$ cat config.mk
export PLATFORM = sky130hd
export DESIGN_NAME = if_stage
export DESIGN_NICKNAME = d
export VERILOG_FILES = /design/src/rtl/if_stage.sv
export SDC_FILE = /design/constraint.sdc
export NUM_CORES = 1
export LEC_CHECK = 0
export ABC_CLOCK_PERIOD_IN_PS = 7200
export BUFFER_PORTS_ARGS = -buffer_cell sky130_fd_sc_hd__buf_2
export CORE_MARGIN = 2
export CORE_UTILIZATION = 54
export DETAILED_ROUTE_END_ITERATION = 10
export PLACE_DENSITY = 0.91
export SYNTH_ARGS = -nofsm -noshare
export SYNTH_HDL_FRONTEND = slang
export SYNTH_SLANG_ARGS = --single-unit
$ cat constraint.sdc
create_clock -name clk -period 7.2 [get_ports clk]
set_input_delay 2.16 -clock clk [delete_from_list [all_inputs] [get_ports clk]]
set_output_delay 2.16 -clock clk [all_outputs]
set_load 0.02 [all_outputs]
$ cat src/rtl/if_stage.sv
// Instruction-fetch stage with IF/ID pipeline register for the RV32 pipelined core.
// Single outstanding imem request; supports stall (hold) and redirect (flush + refetch).
module if_stage #(
  parameter logic [31:0] RESET_PC  = 32'h0000_0000,
  parameter logic [31:0] NOP_INSTR = 32'h0000_0013
) (
  input  logic        clk,
  input  logic        rst,
  input  logic        stall,
  input  logic        redirect,
  input  logic [31:0] redirect_pc,
  output logic        imem_req,
  output logic [31:0] imem_addr,
  input  logic        imem_valid,
  input  logic [31:0] imem_rdata,
  output logic [31:0] IF_ID_instr,
  output logic [31:0] IF_ID_pc
);

  typedef enum logic [1:0] {
    IDLE    = 2'd0,
    FETCH   = 2'd1,
    HOLD    = 2'd2,
    DISCARD = 2'd3
  } state_t;

  state_t      state_q, state_d;
  logic [31:0] pc_q, pc_d;
  logic [31:0] instr_q, instr_d;
  logic [31:0] id_pc_q, id_pc_d;
  logic [31:0] buf_q, buf_d;
  logic [31:0] target_q, target_d;

  logic [31:0] redirect_tgt;
  logic [31:0] pc_plus4;

  assign redirect_tgt = {redirect_pc[31:2], 2'b00};
  assign pc_plus4     = pc_q + 32'd4;

  always_comb begin
    state_d  = state_q;
    pc_d     = pc_q;
    instr_d  = instr_q;
    id_pc_d  = id_pc_q;
    buf_d    = buf_q;
    target_d = target_q;

    case (state_q)
      IDLE: begin
        state_d = FETCH;
      end

      FETCH: begin
        if (redirect) begin
          instr_d = NOP_INSTR;
          id_pc_d = 32'd0;
          if (imem_valid) begin
            // Response for the old path completes now; drop it and refetch at once.
            pc_d = redirect_tgt;
          end else begin
            target_d = redirect_tgt;
            state_d  = DISCARD;
          end
        end else if (imem_valid && !stall) begin
          instr_d = imem_rdata;
          id_pc_d = pc_q;
          pc_d    = pc_plus4;
        end else if (imem_valid && stall) begin
          buf_d   = imem_rdata;
          state_d = HOLD;
        end else if (!stall) begin
          instr_d = NOP_INSTR;
        end
      end

      HOLD: begin
        if (redirect) begin
          instr_d = NOP_INSTR;
          id_pc_d = 32'd0;
          pc_d    = redirect_tgt;
          buf_d   = 32'd0;
          state_d = FETCH;
        end else if (!stall) begin
          instr_d = buf_q;
          id_pc_d = pc_q;
          pc_d    = pc_plus4;
          state_d = FETCH;
        end
      end

      DISCARD: begin
        // pc still addresses the in-flight request until its response is swallowed.
        if (redirect) begin
          target_d = redirect_tgt;
          instr_d  = NOP_INSTR;
          id_pc_d  = 32'd0;
        end
        if (imem_valid) begin
          pc_d    = redirect ? redirect_tgt : target_q;
          state_d = FETCH;
        end
      end

      default: begin
        state_d = IDLE;
      end
    endcase
  end

  always_ff @(posedge clk or posedge rst) begin
    if (rst) begin
      state_q  <= IDLE;
      pc_q     <= RESET_PC;
      instr_q  <= NOP_INSTR;
      id_pc_q  <= 32'd0;
      buf_q    <= 32'd0;
      target_q <= 32'd0;
    end else begin
      state_q  <= state_d;
      pc_q     <= pc_d;
      instr_q  <= instr_d;
      id_pc_q  <= id_pc_d;
      buf_q    <= buf_d;
      target_q <= target_d;
    end
  end

  assign imem_req    = (state_q == FETCH) || (state_q == DISCARD);
  assign imem_addr   = pc_q;
  assign IF_ID_instr = instr_q;
  assign IF_ID_pc    = id_pc_q;

endmodule

==> reports/qor.csv <==
metric,value,unit
p_leak,4.197,nW
fp.dieH,121.9,um
grt_pass1_wl,31900,um
cts_resized,0,
fin_nets,969,
final_antenna_net_count,0,
totalWireLength,20370,um
post-dp-hpwl,13220,um
rsz0062_at_grt,false,
clock_sinks,162,
synthTopCellsByCount,"159 x dfrtp_1, 145 x nand2_1, 111 x o21ai_0, 37 x a22o_1, 35 x a21oi_1",
p_int,1.804,mW
avgSynthCellArea,9.786,sq um
drive_gt1_share,27.30,%
finalCritPeriodShare,61.96,%
status,finished clean,
path_max_fanout,47,
ir_drop,0.1892,mV
maxSlewViolCount,0,
vias_per_cell,6.068,
fin_setup_tns,0,ns
p_comb_share,21.0,%
path_depth,8,
pin_count,166,
yosysWarningCount,0,
setup.worst_path.end_class,flop,
globalplace.congestion,0.8734,
root_buffer,clkbuf_16,
grt-ovfl-total,0,
slew-limit-headroom,20.64,%
track_usage,27.74,%
ys_types,50,
synth_seq_area_share,54.06,%
pwr-share-clk,33.6,%
hold_viol,0,
grt_max_degree,123,
drt_iter0_drc,1030,
num_vias,6632,
areaGrowthSynthToFinish,19.49,%
netlist_area,7506,sq um
port_buffers,163,
setup_viol,0,
power.switching,0.8727,mW
seqPwrFrac,45.4,%
placeableCoreArea,13720,sq um
synth_nets,837,
path_clk_slew,0.06,ns
synth_flop_cell,dfrtp_1,
cts_buffer_depth,2,
worstPathRequired,7.50,ns
tightest_slew,1.190,ns
first_pass_iters,6,
cpPeakStageDelay,0.79,ns
numCtsBuffers,17,
cp.arrival,4.76,ns
synth_top_area_share,53.01,%
p_total,2.677,mW
dieArea,14860,sq um
ys_async_sr_fraction,100.0,%
synth_top_cell_by_area,dfrtp_1,
p_sw_share,32.60,%
grt_antenna_before_repair,1,
htree_levels,4,
wl_per_cell,18.63,um
timing.fmax,224.2,MHz
drc,0,
synthTopCellsByArea,"dfrtp_1 53%, o21ai_0 7.4%, nand2_1 7.3%",
yosys_register_bits,162,
row_count,43,
dieWidth,121.9,um
cts_tree,done,
hold_path.class,reg2reg,
cp_cell_sequence,buf_2 > buf_4 > or3b_1 > a32oi_2 > buf_4 > a21oi_1 > a21oi_1 > nand3_1,
clock_skew,0.008092,ns
drv_cap,0,
crit_buf_inv,3,
power_density,298.5,nW/um^2
grt_pass1_vias,6135,
netlist_instances,767,
yosysMostFrequentCell,dfrtp_1,
cp_slowest_cell,a32oi_2,
worst_skew_pair.late_latency,0.43,ns
worstSetupStartpointType,input port,
hold_buffers,0,
rr_worst_depth,6,
post_cts_buffers,0,
crit_family,compound AO/OA/AOI/OAI gates,
min_path_cells,2,
crit_type,in2reg,
synth_edf_count,0,
start_util,54.71,%
period_needed,4.461,ns
[power by group through the flow]
| stage | combinational (mW) | sequential, mW | clock, mW |
|---|---|---|---|
| global placement | 0.536 | 1.21 | 0 |
| floorplan | 0.292 | 1.27 | 0 |
| global route | 0.611 | 1.23 | 0.949 |
| finish | 0.561 | 1.22 | 0.900 |
| detailed placement | 0.550 | 1.22 | 0 |
| CTS | 0.558 | 1.21 | 0.904 |
[layout make-up]
| type | count | area [sq um] |
|---|---|---|
| repair buffers | 174 | 898.4 |
| well taps | 180 | 225.2 |
| flip-flops and latches | 162 | 4058 |
| fillers | 1048 | 4751 |
| multi-input cells | 535 | 3159 |
| clock buffers | 20 | 456.7 |
| inverters | 9 | 38.79 |
| clock inverters | 12 | 130.1 |
| diodes | 1 | 2.502 |
[sequential cells by signal, indices dropped and copies added (netlist names)]
register	count
IF_ID_instr	32
IF_ID_pc	32
buf_q	32
imem_addr	32
state_q	2
target_q	32
[through the flow]
| stage | area (sq um) | utilization [%] | setup WS [ns] | hold WS (ns) | std cells |
|---|---|---|---|---|---|
| after floorplan | 7506 | - | 0.6683 | 0.4532 | 767 |
| after global placement | 8379 | 61.08 | 2.394 | 0.4557 | 1060 |
| after detailed placement | 8379 | 61.08 | 2.397 | 0.4600 | 1060 |
| after CTS | 8966 | 65.35 | 2.816 | 0.4776 | 1092 |
| after global routing | 8969 | 65.37 | 2.562 | 0.4896 | 1093 |
| final | 8969 | 65.37 | 2.739 | 0.4705 | 1093 |
[logic make-up (layout without fill, tap and decap cells)]
family                   count (synthesis)  after routing  synth area share, %
adder cells (fa/ha/maj)                  1              1               0.1667
buffers and inverters                   70            215                4.217
AO/OA/AOI/OAI                          259            259                21.99
AND/OR/NAND/NOR                        242            242                14.65
multiplexers                            33             33                4.917
other                                    0              1                    0
flip-flops                             162            162                54.06
[worst paths after layout]
check	start	endpoint	slack [ns]
setup / recovery	redirect	imem_addr[29]	2.74
hold / removal	IF_ID_pc[23]	IF_ID_pc[23]	0.47
setup reg to reg	state_q[0]	imem_addr[29]	4.43
hold reg to reg	IF_ID_pc[23]	IF_ID_pc[23]	0.47
max in group asynchronous	rst	IF_ID_pc[28]	4.01
min in group asynchronous	rst	IF_ID_pc[20]	1.95
[layout by cell type (no fill, tap or decap), types with 8 or more instances in the layout]
cell	synthesis	final
a22o_1	37	37
inv_1	9	8
buf_4	1	11
mux2_2	31	31
o22ai_1	8	8
nand2_1	145	145
o21ai_0	111	111
buf_2	28	163
nand4_1	10	10
nor2_1	23	23
a22oi_1	29	29
nand3_1	18	18
dfrtp_1	159	159
a21oi_1	35	35
clkbuf_16	0	17
and3_1	9	9
[worst min-delay path, delay by kind of cell (launching register included)]
| family | cells | cell delay [ns] |
|---|---|---|
| flops | 1 | 0.33 |
| compound gates | 1 | 0.06 |
| simple gates | 1 | 0.04 |
[metal layers]
| layer | wire length, um | up-vias | GRT usage (%) |
|---|---|---|---|
| met5 | 0 | - | 0 |
| met2 | 9349 | 378 | 41.69 |
| met1 | 8553 | 3157 | 38.68 |
| li1 | - | 3039 | - |
| met3 | 1900 | 58 | 7.537 |
| met4 | 564 | 0 | 10.63 |
(Power assumes the default switching activity.)
